`src/rtl/bus_arbiter2_pkg.sv`:
```
// -----------------------------------------------------------------------------
// bus_arbiter2_pkg
// Shared definitions for the two-master bus arbiter: FSM state encoding,
// bus widths and the read-data value returned when a slave access times out.
// No ports; imported by bus_arbiter2 and its testbench.
// -----------------------------------------------------------------------------
package bus_arbiter2_pkg;

  localparam int ADDR_W = 32;
  localparam int DATA_W = 32;
  localparam int LANE_W = 4;

  // Read data handed back to a master whose transfer was ended by timeout.
  localparam logic [DATA_W-1:0] TIMEOUT_FILL = 32'hFFFF_FFFF;

  typedef enum logic [1:0] {
    S_IDLE = 2'd0,
    S_BUSY = 2'd1,
    S_DONE = 2'd2
  } arbState_e;

endpackage

```
`src/rtl/bus_arbiter2.sv`:
```
// -----------------------------------------------------------------------------
// bus_arbiter2
// Arbitrates two masters onto one shared slave. One transfer is outstanding at
// a time; simultaneous requests alternate (round-robin on the last owner). The
// slave request is fully registered, and completion is reported to the owning
// master with a one-cycle ready pulse plus registered read data. An optional
// wait-cycle timeout ends a stuck transfer with all-ones read data.
//
// Parameters
//   TIMEOUT      maximum slave wait cycles, 0 disables the timeout
// Ports
//   clk, rst                     clock, asynchronous active-high reset
//   m0_* / m1_*  (in)            addr, dout, wr, lane, valid of each master
//   m0_din/m1_din, m0_ready/m1_ready (out)  read data and completion pulse
//   s_addr, s_dout, s_wr, s_lane, s_valid (out)  registered slave request
//   s_din, s_ready (in)          slave read data and completion
//   owner (out)                  master currently or last granted
//   busy (out)                   arbiter not idle
//   timeout_err (out)            one-cycle pulse on a timed-out completion
// -----------------------------------------------------------------------------
module bus_arbiter2
  import bus_arbiter2_pkg::*;
#(
  parameter int TIMEOUT = 255
) (
  input  logic              clk,
  input  logic              rst,

  input  logic [ADDR_W-1:0] m0_addr,
  input  logic [DATA_W-1:0] m0_dout,
  input  logic              m0_wr,
  input  logic [LANE_W-1:0] m0_lane,
  input  logic              m0_valid,
  output logic [DATA_W-1:0] m0_din,
  output logic              m0_ready,

  input  logic [ADDR_W-1:0] m1_addr,
  input  logic [DATA_W-1:0] m1_dout,
  input  logic              m1_wr,
  input  logic [LANE_W-1:0] m1_lane,
  input  logic              m1_valid,
  output logic [DATA_W-1:0] m1_din,
  output logic              m1_ready,

  output logic [ADDR_W-1:0] s_addr,
  output logic [DATA_W-1:0] s_dout,
  output logic              s_wr,
  output logic [LANE_W-1:0] s_lane,
  output logic              s_valid,
  input  logic [DATA_W-1:0] s_din,
  input  logic              s_ready,

  output logic              owner,
  output logic              busy,
  output logic              timeout_err
);

  // The wait counter is at least 8 bits wide and grows if TIMEOUT needs more.
  localparam int CNT_W = ($clog2(TIMEOUT + 1) > 8) ? $clog2(TIMEOUT + 1) : 8;
  localparam logic [CNT_W-1:0] CNT_LIMIT = CNT_W'(TIMEOUT);
  localparam bit TIMEOUT_EN = (TIMEOUT > 0);

  arbState_e         state_q, state_d;
  logic [ADDR_W-1:0] sAddr_q, sAddr_d;
  logic [DATA_W-1:0] sDout_q, sDout_d;
  logic              sWr_q, sWr_d;
  logic [LANE_W-1:0] sLane_q, sLane_d;
  logic              sValid_q, sValid_d;
  logic              owner_q, owner_d;
  logic [CNT_W-1:0]  waitCnt_q, waitCnt_d;
  logic [DATA_W-1:0] m0Din_q, m0Din_d;
  logic [DATA_W-1:0] m1Din_q, m1Din_d;
  logic              m0Ready_q, m0Ready_d;
  logic              m1Ready_q, m1Ready_d;
  logic              timeoutErr_q, timeoutErr_d;

  logic              grantIdx;
  logic              completeNow;
  logic              timedOut;
  logic [DATA_W-1:0] returnData;

  // State register. Reset leaves owner at 1 so that the first tie after reset
  // is granted to master 0. Reset mid-transfer simply drops everything; the
  // ready registers clear, so the abandoned transfer never completes.
  always_ff @(posedge clk or posedge rst) begin
    if (rst) begin
      state_q      <= S_IDLE;
      sAddr_q      <= '0;
      sDout_q      <= '0;
      sWr_q        <= 1'b0;
      sLane_q      <= '0;
      sValid_q     <= 1'b0;
      owner_q      <= 1'b1;
      waitCnt_q    <= '0;
      m0Din_q      <= '0;
      m1Din_q      <= '0;
      m0Ready_q    <= 1'b0;
      m1Ready_q    <= 1'b0;
      timeoutErr_q <= 1'b0;
    end else begin
      state_q      <= state_d;
      sAddr_q      <= sAddr_d;
      sDout_q      <= sDout_d;
      sWr_q        <= sWr_d;
      sLane_q      <= sLane_d;
      sValid_q     <= sValid_d;
      owner_q      <= owner_d;
      waitCnt_q    <= waitCnt_d;
      m0Din_q      <= m0Din_d;
      m1Din_q      <= m1Din_d;
      m0Ready_q    <= m0Ready_d;
      m1Ready_q    <= m1Ready_d;
      timeoutErr_q <= timeoutErr_d;
    end
  end

  // Next-state logic. Everything holds by default except the pulse outputs,
  // which default low so that ready and timeout_err last exactly one cycle.
  // IDLE grants (round-robin on a tie) and latches the winner's request;
  // BUSY waits for the slave or for the timeout; DONE is a fixed turnaround
  // cycle giving the finished master time to drop its valid.
  always_comb begin
    state_d      = state_q;
    sAddr_d      = sAddr_q;
    sDout_d      = sDout_q;
    sWr_d        = sWr_q;
    sLane_d      = sLane_q;
    sValid_d     = sValid_q;
    owner_d      = owner_q;
    waitCnt_d    = waitCnt_q;
    m0Din_d      = m0Din_q;
    m1Din_d      = m1Din_q;
    m0Ready_d    = 1'b0;
    m1Ready_d    = 1'b0;
    timeoutErr_d = 1'b0;
    grantIdx     = owner_q;
    completeNow  = 1'b0;
    timedOut     = 1'b0;
    returnData   = s_din;

    case (state_q)
      S_IDLE: begin
        if (m0_valid || m1_valid) begin
          grantIdx = (m0_valid && m1_valid) ? ~owner_q : m1_valid;
          if (grantIdx) begin
            sAddr_d = m1_addr;
            sDout_d = m1_dout;
            sWr_d   = m1_wr;
            sLane_d = m1_lane;
          end else begin
            sAddr_d = m0_addr;
            sDout_d = m0_dout;
            sWr_d   = m0_wr;
            sLane_d = m0_lane;
          end
          sValid_d  = 1'b1;
          owner_d   = grantIdx;
          waitCnt_d = '0;
          state_d   = S_BUSY;
        end
      end

      S_BUSY: begin
        // A slave response on the same cycle the limit is hit wins over the
        // timeout, since it is checked first.
        if (s_ready && sValid_q) begin
          completeNow = 1'b1;
        end else begin
          waitCnt_d = waitCnt_q + 1'b1;
          if (TIMEOUT_EN && (waitCnt_d == CNT_LIMIT)) begin
            completeNow = 1'b1;
            timedOut    = 1'b1;
            returnData  = TIMEOUT_FILL;
          end
        end
      end

      S_DONE: begin
        state_d = S_IDLE;
      end

      default: begin
        state_d = S_IDLE;
      end
    endcase

    // Completion only touches the owner's data and ready; the other master's
    // returned data keeps its old value.
    if (completeNow) begin
      sValid_d     = 1'b0;
      timeoutErr_d = timedOut;
      state_d      = S_DONE;
      if (owner_q) begin
        m1Din_d   = returnData;
        m1Ready_d = 1'b1;
      end else begin
        m0Din_d   = returnData;
        m0Ready_d = 1'b1;
      end
    end
  end

  assign s_addr      = sAddr_q;
  assign s_dout      = sDout_q;
  assign s_wr        = sWr_q;
  assign s_lane      = sLane_q;
  assign s_valid     = sValid_q;
  assign m0_din      = m0Din_q;
  assign m1_din      = m1Din_q;
  assign m0_ready    = m0Ready_q;
  assign m1_ready    = m1Ready_q;
  assign owner       = owner_q;
  assign timeout_err = timeoutErr_q;
  assign busy        = (state_q != S_IDLE);

endmodule

```
`config.mk`:
```
export PLATFORM = sky130hd
export DESIGN_NAME = bus_arbiter2
export DESIGN_NICKNAME = d
export VERILOG_FILES = /design/src/rtl/bus_arbiter2_pkg.sv /design/src/rtl/bus_arbiter2.sv
export SDC_FILE = /design/constraint.sdc
export NUM_CORES = 1
export LEC_CHECK = 0
export CAP_MARGIN = 20
export CORE_MARGIN = 5
export CORE_UTILIZATION = 40
export CTS_CLUSTER_SIZE = 24
export DETAILED_ROUTE_END_ITERATION = 8
export PLACE_DENSITY = 0.77
export SETUP_SLACK_MARGIN = 0.3
export SLEW_MARGIN = 20
export SYNTH_ARGS = -nofsm -noshare
export SYNTH_HDL_FRONTEND = slang
export SYNTH_SLANG_ARGS = --single-unit
export TNS_END_PERCENT = 5
```
`constraint.sdc`:
```
create_clock -name clk -period 6.6 [get_ports clk]
set_input_delay 1.65 -clock clk [delete_from_list [all_inputs] [get_ports clk]]
set_output_delay 1.65 -clock clk [all_outputs]
set_load 0.01 [all_outputs]
```
# Word-level counts from Yosys, hierarchy flattened
# Index checks and enable logic that the tools add are counted.
totals:
  ff_bits: 148
  output_inout_bits: 139
  elab_cells: 62
op_classes:
  bitwise: 1
  n_reduce_logical: 14
  mux: 27
  addsub: 1
  n_eq_ne: 6
op_table:
  columns: ["op", "n"]
  rows:
  - ["32-bit 2-to-1 mux", 5]
  - ["8-bit 2-to-1 mux", 2]
  - ["8-bit case mux with 2 select lines", 1]
  - ["1-bit 2-to-1 mux", 15]
  - ["2-bit AND reduction", 5]
  - ["8-bit by 1-bit adder with 8-bit output, second input constant", 1]
  - ["8-bit == test, second input constant", 1]
  - ["2-bit nonzero test", 4]
  - ["2-bit inequality test, second input constant", 3]
  - ["2-bit 2-to-1 mux", 2]
  - ["4-bit 2-to-1 mux", 1]
  - ["2-bit case mux with 2 select lines", 1]
  - ["3-bit inequality test, second input constant", 1]
  - ["3-bit AND reduction", 1]
  - ["2-bit by 1-bit == test with 1-bit output, second input constant", 1]
  - ["1-bit logical AND", 2]
  - ["2-bit logical NOT", 1]
  - ["1-bit logical OR", 1]
  - ["1-bit NOT", 1]

# Logic depth before layout (Yosys ltp)
# Gate-level depths: netlist of run 1.
logic_depth:
  word_depth: 7
  ltp_mapped: 7
  ltp_nobuf: 6

# Worst setup path after synthesis of run 1
# No wires, ideal clock.
synth_timing:
  path_type: "in2reg"
  startpoint: "in m1_valid"
  endpoint: "reg sAddr_q[21] (netlist: s_addr[21])"
  path_buffers: 2
  t_arrival_ps: 2524
  cell_stages: 5
  setup_time_ps: 126
  setup_slack_ps: 3950
  cell_sequence: "a21boi_0 > clkbuf_1 > buf_2 > mux2i_1 > a21oi_1"
synth_between:
  elab_chain_len: 3
  elab_cells_between_ends: 5
  cone_classes: "2 x mux; 3 x reduce/logical"
synth_rtl:
  columns: ["item", "line", "source"]
  rows:
  - ["start, declared", "bus_arbiter2.sv:41", "input logic m1_valid,"]
  - ["1-bit logical AND", "bus_arbiter2.sv:144", "grantIdx = (m0_valid && m1_valid) ? ~owner_q : m1_valid;"]
  - ["1-bit 2-to-1 mux", "bus_arbiter2.sv:144", null]
  - ["32-bit 2-to-1 mux", "bus_arbiter2.sv:145", "if (grantIdx) begin"]
  - ["end signal, assigned", "bus_arbiter2.sv:102", "sAddr_q <= sAddr_d;"]
  - ["end, declared", "bus_arbiter2.sv:64", "logic [ADDR_W-1:0] sAddr_q, sAddr_d;"]
# Parallel ways exist; a longest one is shown, timed or not.
# A chain may end at the register's enable or synchronous reset.

# Final worst setup path of run 1
layout_timing:
  startpoint: "in m1_valid"
  endpoint: "reg sAddr_q[3] (netlist: s_addr[3])"
# The elaborated chain is that of the path after synthesis.

==> run_results.csv, run 1 <==
group,metric,value,unit
timing,setup-tns-final,0,ns
detailed_routing,drtIter0Drc,386,
synthesis,synth-main-ff-cell,"dfrtp_1",
clock_tree,clk_path_buf_depth,2,
power_and_ir_drop,p_leak,4.342,nW
synthesis,synth-xor-area-share,0.4045,%
clock_tree,ctsHtreeMaxLevel,4,
place,place_area,0.009778,sq mm
die,die_y,137.4,um
timing,clock_skew,0.01107,ns
timing,setup_viol,0,
clock_tree,clkSinkCount,148,
detailed_routing,routed_wl,21.74,mm
synthesis,synthSimpleGateAreaFrac,14.99,%
timing,relSlewSlack,34.71,%
power_and_ir_drop,p_seq_share,33.3,%
grt,grt_pass1_wl,31.78,mm
grt,grt_pass1_vias,5684,
timing,fin_crit_sh,54.56,%
job,cap_violations,0,
power_and_ir_drop,powerDensity,445.5,mW/mm^2
timing,worst_pin_slew,0.9768,ns
timing,finalHoldViolCount,0,
synthesis,synth_enable_flop_cells,0,
power_and_ir_drop,ir_worst_vdd,0.3330,mV
die,core_area,0.01589,sq mm
die,io_pins,314,
place,gp_congestion,0.8605,
critical_path,crit_arrival,3.88,ns
synthesis,yosysTopAreaCell,"dfrtp_1",
die,num_rows,46,
grt,grtUsageTotal,22.17,%
synthesis,yosys.area_share.adder,0.3853,%
clock_tree,cts_resized,0,
synthesis,synth.area.top_cells,"dfrtp_1 57%, nor2_1 12%, mux2i_1 11%, a21oi_1 9.6%, a21oi_2 1.3%",
finish,layout.nets,1135,
clock_tree,cts_buffers,17,
power_and_ir_drop,comb_power_share,44.3,%
finish,fin_area,0.01045,sq mm
worst_hold_path,worstHoldStart,"waitCnt_q[7]",
synthesis,synth_top_family_by_area,"simple AND/OR/NAND/NOR gates",
detailed_routing,postRouteAntennaNets,0,
timing,finalCriticalPeriod,3.601,ns
finish,layout_commonest_cell,"clkdlybuf4s50_1",
timing,slew_violations,0,
finish,final_cell_mix,"313 x clkdlybuf4s50_1, 207 x nor2_1, 147 x dfrtp_1, 124 x a21oi_1, 69 x mux2i_1",
synthesis,ys_seq_elements,148,
synthesis,synth-compound-area-share,12.75,%
timing,timing.fmax,277.7,MHz
synthesis,yosys_warnings,0,
synthesis,synth_cells,659,
finish,area_growth,60.88,%
clock_tree,root_buffer,"clkbuf_16",
grt,antenna_found_initial,0,
critical_path,startpoint,"m1_valid",
synthesis,yosys-mux-area-fraction,10.81,%
grt,grt_max_degree,136,
detailed_routing,drc,0,
outcome,status,"finished, final reports clean",
timing,rsz0062_at_grt,"no",
clock_tree,worstSkewPairLatency,0.42,ns
finish,diodes,0,
worst_hold_path,hold_class,"reg -> reg",
power_and_ir_drop,p_int,3.063,mW
synthesis,synth_cell_types,36,
synthesis,syn-cell-area,0.006495,sq mm
synthesis,synth_top_area_share,56.64,%
detailed_routing,first_pass_iters,5,
critical_path,cp_max_fo,25,
critical_path,timing.rr.start,"waitCnt_q[0]",
power_and_ir_drop,p_sw_share,34.20,%
clock_tree,path_clk_slew,0.06,ns
critical_path,start_kind,"input port",
synthesis,avgSynthCellArea,9.856,sq um
place,io_buffers,313,
power_and_ir_drop,p_clk_share,22.4,%
synthesis,ys_seq_area_share,57.04,%
power_and_ir_drop,p_switching,1.592,mW
critical_path,cp.required,6.88,ns
clock_tree,cts_setup_buffers,0,
die,dieArea,0.01889,sq mm
finish,layout-drive-gt1-share,6.694,%
clock_tree,ctsHoldBuffers,0,
die,die_w,137.4,um
die,initial_core_util,40.89,%
detailed_routing,vias,5882,
place,hpwl,15.79,mm
grt,overflow,0,
finish,utilization,65.78,%
detailed_routing,via_per_inst,4.955,
critical_path,path_class,"in -> reg",
synthesis,syn-num-nets,836,
detailed_routing,wl_per_cell,18.32,um
synthesis,ys_async_sr_fraction,100.0,%
critical_path,end_kind,"register",
clock_tree,tritoncts,"built",
-- registers in the layout, summed over array words and instances (netlist names), 2 cells and up --
name and flops:
state_q 2, m1_din 32, s_dout 32, s_lane 4
waitCnt_q 8, s_addr 32, m0_din 32
-- layout make-up --
| cell class | count | area [sq um] |
|---|---|---|
| clock buffer | 20 | 466.7 |
| inverter | 3 | 16.27 |
| sequential | 148 | 3705 |
| tap | 216 | 270.3 |
| timing repair buffer | 322 | 3233 |
| fill | 1305 | 5436 |
| multi-input combinational | 466 | 2581 |
| clock inverter | 12 | 176.4 |
-- kinds of logic after synthesis --
| kind of cell | after synthesis |
|---|---|
| AO/OA/AOI/OAI | 153 |
| XOR/XNOR | 3 |
| adder cells (fa/ha/maj) | 2 |
| buffers and inverters | 45 |
| flip-flops | 148 |
| multiplexers | 70 |
| AND/OR/NAND/NOR | 238 |
-- cell usage after synthesis, types with 2 or more instances --
library cell	number
a21oi_1	124
o21ai_0	11
o31ai_1	2
xor2_1	2
ha_1	2
a21oi_2	10
nand4_1	4
nand3_1	4
mux2i_1	69
buf_6	6
inv_1	3
clkbuf_1	19
dfrtp_1	147
nand2_1	9
buf_2	17
nor2_1	209
nor3_1	2
-- power by group through the flow --
stage	combinational, mW	sequential (mW)	clock, mW
after floorplan	0.761	1.72	0
after global placement	2.03	1.55	0
after detailed placement	2.08	1.56	0
after CTS	2.08	1.55	1.06
after global routing	2.22	1.60	1.10
final	2.06	1.55	1.04
-- critical path: stages --
cell	delay, ns
clkdlybuf4s50_1	0.47
a21boi_4	0.78
buf_4	0.54
mux2i_1	0.30
a21oi_1	0.09
-- path summary, 6_finish.rpt --
path,to,slack (ns),cells after the start
hold / removal,waitCnt_q[7],0.49,1
hold reg to reg,waitCnt_q[7],0.49,1
setup / recovery,s_addr[3],3.00,5
max in group asynchronous,owner,3.68,4
setup reg to reg,m0_din[29],4.23,6
min in group asynchronous,s_addr[4],1.63,2
-- through the flow --
step                power [mW]  worst slack (ns)  cells  hold WS, ns
CTS                      4.692             3.078   1186       0.4913
floorplan                2.480            0.9720    659       0.4514
finish                   4.655             2.999   1187       0.4944
global route             4.924             2.890   1187       0.5185
global placement         3.585             2.664   1154       0.4756
detailed placement       3.634             2.625   1154       0.4866
-- metal layers --
| layer | up-vias | track usage, % | share of wire [%] |
|---|---|---|---|
| li1 | 2821 | - | - |
| met1 | 2833 | 26.85 | 38 |
| met2 | 196 | 38.80 | 53 |
| met3 | 32 | 5.004 | 7.1 |
| met4 | 0 | 7.650 | 2.1 |
| met5 | - | 0 | 0 |
Note: power is estimated with default switching activity, not from simulation.
==> inputs of run 2 (changes only) <==
clock period = 3.7 ns   (was 6.6 ns; I/O delays follow)
==> run 2 against run 1 <==
Via count is 1.1% lower; critical path depth is 4 lower; worst hold slack better by 0.016 ns; power is 75% higher; utilization is 0.42 points lower; final cell count hardly changed.
==> run_results.csv, run 2 (synthesis results as in run 1) <==
group,metric,value,unit
outcome,status,"finished, final reports clean",
place,hpwl,15.69,mm
critical_path,cp_top_family,"flip-flops",
die,die_y,137.4,um
clock_tree,cts_buffers,17,
clock_tree,cts_setup_buffers,0,
grt,grtUsageTotal,22.32,%
worst_hold_path,hold_class,"reg -> reg",
grt,grt_max_degree,149,
place,place_area,0.009802,sq mm
critical_path,path_class,"reg -> out",
grt,antenna_found_initial,0,
critical_path,r2r_end,"m0_din[21]",
finish,layout.nets,1134,
power_and_ir_drop,p_int,5.325,mW
timing,fin_crit_sh,70.62,%
critical_path,cp_slowest_cell,"dfstp_2",
critical_path,end_kind,"output port",
clock_tree,clkSinkCount,148,
critical_path,start_kind,"register",
detailed_routing,wl_per_cell,18.09,um
place,io_buffers,313,
grt,overflow,0,
critical_path,crit_arrival,1.69,ns
detailed_routing,first_pass_iters,4,
finish,final_cell_mix,"313 x clkdlybuf4s50_1, 207 x nor2_1, 147 x dfrtp_1, 124 x a21oi_1, 69 x mux2i_1",
power_and_ir_drop,p_leak,4.301,nW
grt,grt_pass1_vias,5769,
place,gp_congestion,0.8669,
power_and_ir_drop,p_switching,2.815,mW
finish,layout-drive-gt1-share,6.289,%
die,die_w,137.4,um
finish,utilization,65.36,%
die,io_pins,314,
power_and_ir_drop,comb_power_share,45.4,%
clock_tree,cts_resized,0,
critical_path,timing.rr.start,"waitCnt_q[0]",
detailed_routing,via_per_inst,4.904,
power_and_ir_drop,p_seq_share,33.8,%
clock_tree,root_buffer,"clkbuf_16",
detailed_routing,routed_wl,21.45,mm
timing,slew_violations,0,
timing,setup_ws,1.087,ns
timing,rsz0062_at_grt,"no",
critical_path,reg2reg_depth,6,
job,cap_violations,0,
power_and_ir_drop,p_sw_share,34.59,%
timing,finalCriticalPeriod,2.613,ns
timing,timing.fmax,382.7,MHz
detailed_routing,vias,5816,
critical_path,crit_end,"owner",
timing,setup-tns-final,0,ns
die,dieArea,0.01889,sq mm
critical_path,r2r_slack,1.30,ns
clock_tree,tritoncts,"built",
finish,diodes,0,
power_and_ir_drop,p_total,8.140,mW
grt,grt_pass1_wl,31.99,mm
place,pre_cts_ws,1.130,ns
critical_path,cp.depth,1,
die,num_rows,46,
power_and_ir_drop,powerDensity,784.0,mW/mm^2
timing,setup_viol,0,
timing,clock_skew,0.01117,ns
power_and_ir_drop,ir_worst_vdd,0.3897,mV
finish,area_growth,59.85,%
critical_path,cp.required,2.77,ns
critical_path,cpPeakStageDelay,0.68,ns
timing,finalHoldViolCount,0,
die,initial_core_util,40.89,%
critical_path,crit_chain,"clkdlybuf4s50_1",
detailed_routing,drtIter0Drc,333,
power_and_ir_drop,p_clk_share,20.8,%
critical_path,cp_max_fo,9,
detailed_routing,drc,0,
clock_tree,ctsHtreeMaxLevel,4,
clock_tree,path_clk_slew,0.06,ns
worst_hold_path,worstHoldStart,"waitCnt_q[7]",
finish,layout_commonest_cell,"clkdlybuf4s50_1",
timing,worst_pin_slew,0.8921,ns
detailed_routing,postRouteAntennaNets,0,
die,core_area,0.01589,sq mm
clock_tree,worstSkewPairLatency,0.42,ns
critical_path,worst-path-buf-inv,1,
critical_path,startpoint,"owner",
clock_tree,clk_path_buf_depth,2,
finish,fin_area,0.01038,sq mm
timing,relSlewSlack,40.52,%
clock_tree,ctsHoldBuffers,0,
## run 2: per-stage QoR
step                      hold slack [ns]  instances
after floorplan                    0.4514        659
after global placement             0.4924       1154
after detailed placement           0.5006       1154
after CTS                          0.5057       1186
after global routing               0.5420       1186
final                              0.5100       1186
## run 2: area by class of cell
| class | instances | area [sq um] |
|---|---|---|
| sequential | 148 | 3705 |
| tap | 216 | 270.3 |
| clock inverter | 9 | 102.6 |
| multi-input combinational | 466 | 2581 |
| inverter | 3 | 15.01 |
| clock buffer | 23 | 478.0 |
| fill | 1313 | 5503 |
| timing repair buffer | 321 | 3231 |
## run 2: worst min-delay path by stage
stage | cells after the start | slack [ns] | to
floorplan | 1 | 0.45 | waitCnt_q[7]
global placement | 1 | 0.49 | waitCnt_q[7]
detailed placement | 1 | 0.50 | waitCnt_q[7]
CTS | 1 | 0.51 | waitCnt_q[7]
global route | 2 | 0.54 | s_addr[14]
finish | 1 | 0.51 | waitCnt_q[7]
## run 2: layer usage
metal  up-vias  track usage [%]  wire length [um]
met5         -                0                 0
met4         0            9.035               645
met3        38            5.844              1414
met2       173            39.10             11140
met1      2778            25.94              8255
li1       2827                -                 -
## run 2: power by group through the flow
stage / Sequential, mW / Combinational, mW / Clock (mW)
2_1_floorplan: 3.07 / 1.36 / 0
3_3_place_gp: 2.75 / 3.64 / 0
3_5_place_dp: 2.78 / 3.72 / 0
4_1_cts: 2.76 / 3.74 / 1.73
5_1_grt: 2.85 / 3.98 / 1.80
6_report: 2.75 / 3.69 / 1.69
==> inputs of run 3 (changes only) <==
CORE_UTILIZATION = 37   (was 40)
PLACE_DENSITY = 0.75   (was 0.77)
clock period = 2.16 ns   (was 3.7 ns; I/O delays follow)
==> run 3 against run 2 <==
Die area is 7.5% higher; clock-buffer cell count is 2 lower; largest cell class unchanged; register-to-register slack worse by 1.0 ns; clock power is 85% higher; power is 78% higher; first-iteration DRC count is 21% lower.
==> run_results.csv, run 3 (synthesis results as in run 1) <==
group,metric,value,unit
place,hpwl,16.35,mm
critical_path,cp_max_fo,2,
grt,overflow,0,
critical_path,crit_chain,"clkdlybuf4s50_1",
detailed_routing,wl_per_cell,18.15,um
place,dp.cells,1184,
power_and_ir_drop,p_leak,4.551,nW
detailed_routing,vias,5942,
outcome,status,"finished, final reports clean",
place,pre_cts_ws,0.05822,ns
critical_path,cpPeakStageDelay,0.57,ns
finish,layout_commonest_cell,"clkdlybuf4s50_1",
detailed_routing,postRouteAntennaNets,0,
timing,finalCriticalPeriod,1.898,ns
timing,setup_viol,0,
die,die_w,142.5,um
clock_tree,ctsHtreeMaxLevel,4,
finish,nFillCells,1427,
power_and_ir_drop,p_int,9.591,mW
critical_path,start_kind,"register",
finish,final_cell_mix,"307 x clkdlybuf4s50_1, 207 x nor2_1, 146 x dfrtp_1, 122 x a21oi_1, 69 x mux2i_1",
power_and_ir_drop,p_clk_share,21.5,%
timing,worst_pin_slew,0.3909,ns
critical_path,crit_arrival,1.36,ns
power_and_ir_drop,powerDensity,1331,mW/mm^2
power_and_ir_drop,p_sw_share,33.89,%
finish,layout-drive-gt1-share,9.930,%
die,num_rows,48,
timing,clock_skew,0.008815,ns
clock_tree,cts_buffers,17,
grt,antenna_found_initial,0,
grt,grtUsageTotal,20.82,%
place,gp_congestion,0.8547,
critical_path,worst-path-buf-inv,1,
place,io_buffers,313,
timing,fin_crit_sh,87.86,%
die,initial_core_util,37.68,%
critical_path,path_class,"reg -> out",
finish,area_growth,67.85,%
finish,diodes,0,
timing,setup_ws,0.2623,ns
clock_tree,path_clk_slew,0.06,ns
timing,rsz0062_at_grt,"yes",
power_and_ir_drop,p_seq_share,32.5,%
clock_tree,clk_path_buf_depth,2,
critical_path,cp.required,1.62,ns
die,die_y,142.5,um
critical_path,cp_slowest_cell,"clkdlybuf4s50_1",
timing,relSlewSlack,73.94,%
detailed_routing,drtIter0Drc,264,
grt,grt_pass1_vias,5898,
grt,grt_pass1_wl,32.86,mm
detailed_routing,drc,0,
power_and_ir_drop,ir_worst_vdd,0.6552,mV
detailed_routing,via_per_inst,4.863,
critical_path,cp_top_family,"buffers and inverters",
clock_tree,ctsHoldBuffers,0,
finish,stdcell_count,1222,
clock_tree,worstSkewPairLatency,0.41,ns
worst_hold_path,hold_class,"reg -> reg",
job,cap_violations,0,
critical_path,end_kind,"output port",
detailed_routing,routed_wl,22.18,mm
power_and_ir_drop,comb_power_share,45.9,%
timing,timing.fmax,527.0,MHz
power_and_ir_drop,p_switching,4.916,mW
die,dieArea,0.02030,sq mm
die,io_pins,314,
detailed_routing,first_pass_iters,4,
grt,grt_max_degree,58,
clock_tree,clkSinkCount,148,
timing,finalHoldViolCount,0,
clock_tree,tritoncts,"built",
finish,layout.nets,1163,
timing,slew_violations,0,
die,core_area,0.01724,sq mm
clock_tree,root_buffer,"clkbuf_16",
==> run 3: per-layer routing <==
| metal | vias up | GRT usage [%] | wire [um] |
|---|---|---|---|
| met4 | 0 | 6.603 | 439 |
| met1 | 2827 | 26.15 | 8935 |
| met2 | 205 | 36.25 | 11480 |
| li1 | 2884 | - | - |
| met3 | 26 | 4.032 | 1323 |
| met5 | - | 0 | 0 |
==> run 3: timing repair <==
action	CTS	global route
endpoints found under the setup margin	114	200
gates resized for setup	6	15
cloned	0	4
pin swaps	0	5
buffers inserted	0	4
==> run 3: area by class of cell <==
| class | count | area (sq um) | area share (%) |
|---|---|---|---|
| Clock buffer | 21 | 470.5 | 4.315 |
| Clock inverter | 9 | 152.6 | 1.400 |
| Inverter | 3 | 15.01 | 0.1377 |
| Multi-Input combinational cell | 466 | 2634 | 24.16 |
| Sequential cell | 148 | 3706 | 34.00 |
| Tap cell | 225 | 281.5 | 2.582 |
| Timing Repair Buffer | 350 | 3642 | 33.41 |
==> run 3: path summary, 6_finish.rpt <==
| check | endpoint | slack, ns | depth (start not counted) | from |
|---|---|---|---|---|
| max | s_dout[7] | 0.26 | 1 | s_dout[7] |
| min | waitCnt_q[7] | 0.52 | 1 | waitCnt_q[7] |
| max reg2reg | m1_din[31] | 0.28 | 7 | waitCnt_q[1] |
| min reg2reg | waitCnt_q[7] | 0.52 | 1 | waitCnt_q[7] |
| max in group asynchronous | owner | 1.23 | 3 | rst |
| min in group asynchronous | m1_din[14] | 0.60 | 3 | rst |
==> run 3: metrics by stage <==
step	hold WS (ns)	cell area [sq um]	power (mW)	setup TNS, ns	utilization, %
6_report	0.5217	10900	14.51	0	63.25
5_1_grt	0.5327	10900	15.37	0	63.25
4_1_cts	0.5064	10730	14.56	0	62.23
3_5_place_dp	0.4993	10110	11.44	0	58.65
3_3_place_gp	0.4886	10110	11.26	0	58.65
2_1_floorplan	0.4514	6499	7.579	-35.31	-
==> run 3: power groups by stage <==
| stage | Sequential [mW] | Combinational [mW] | Clock, mW |
|---|---|---|---|
| after CTS | 4.72 | 6.67 | 3.17 |
| after global routing | 4.89 | 7.18 | 3.31 |
| after detailed placement | 4.76 | 6.68 | 0 |
| after floorplan | 5.25 | 2.33 | 0 |
| after global placement | 4.72 | 6.55 | 0 |
| final | 4.72 | 6.67 | 3.12 |
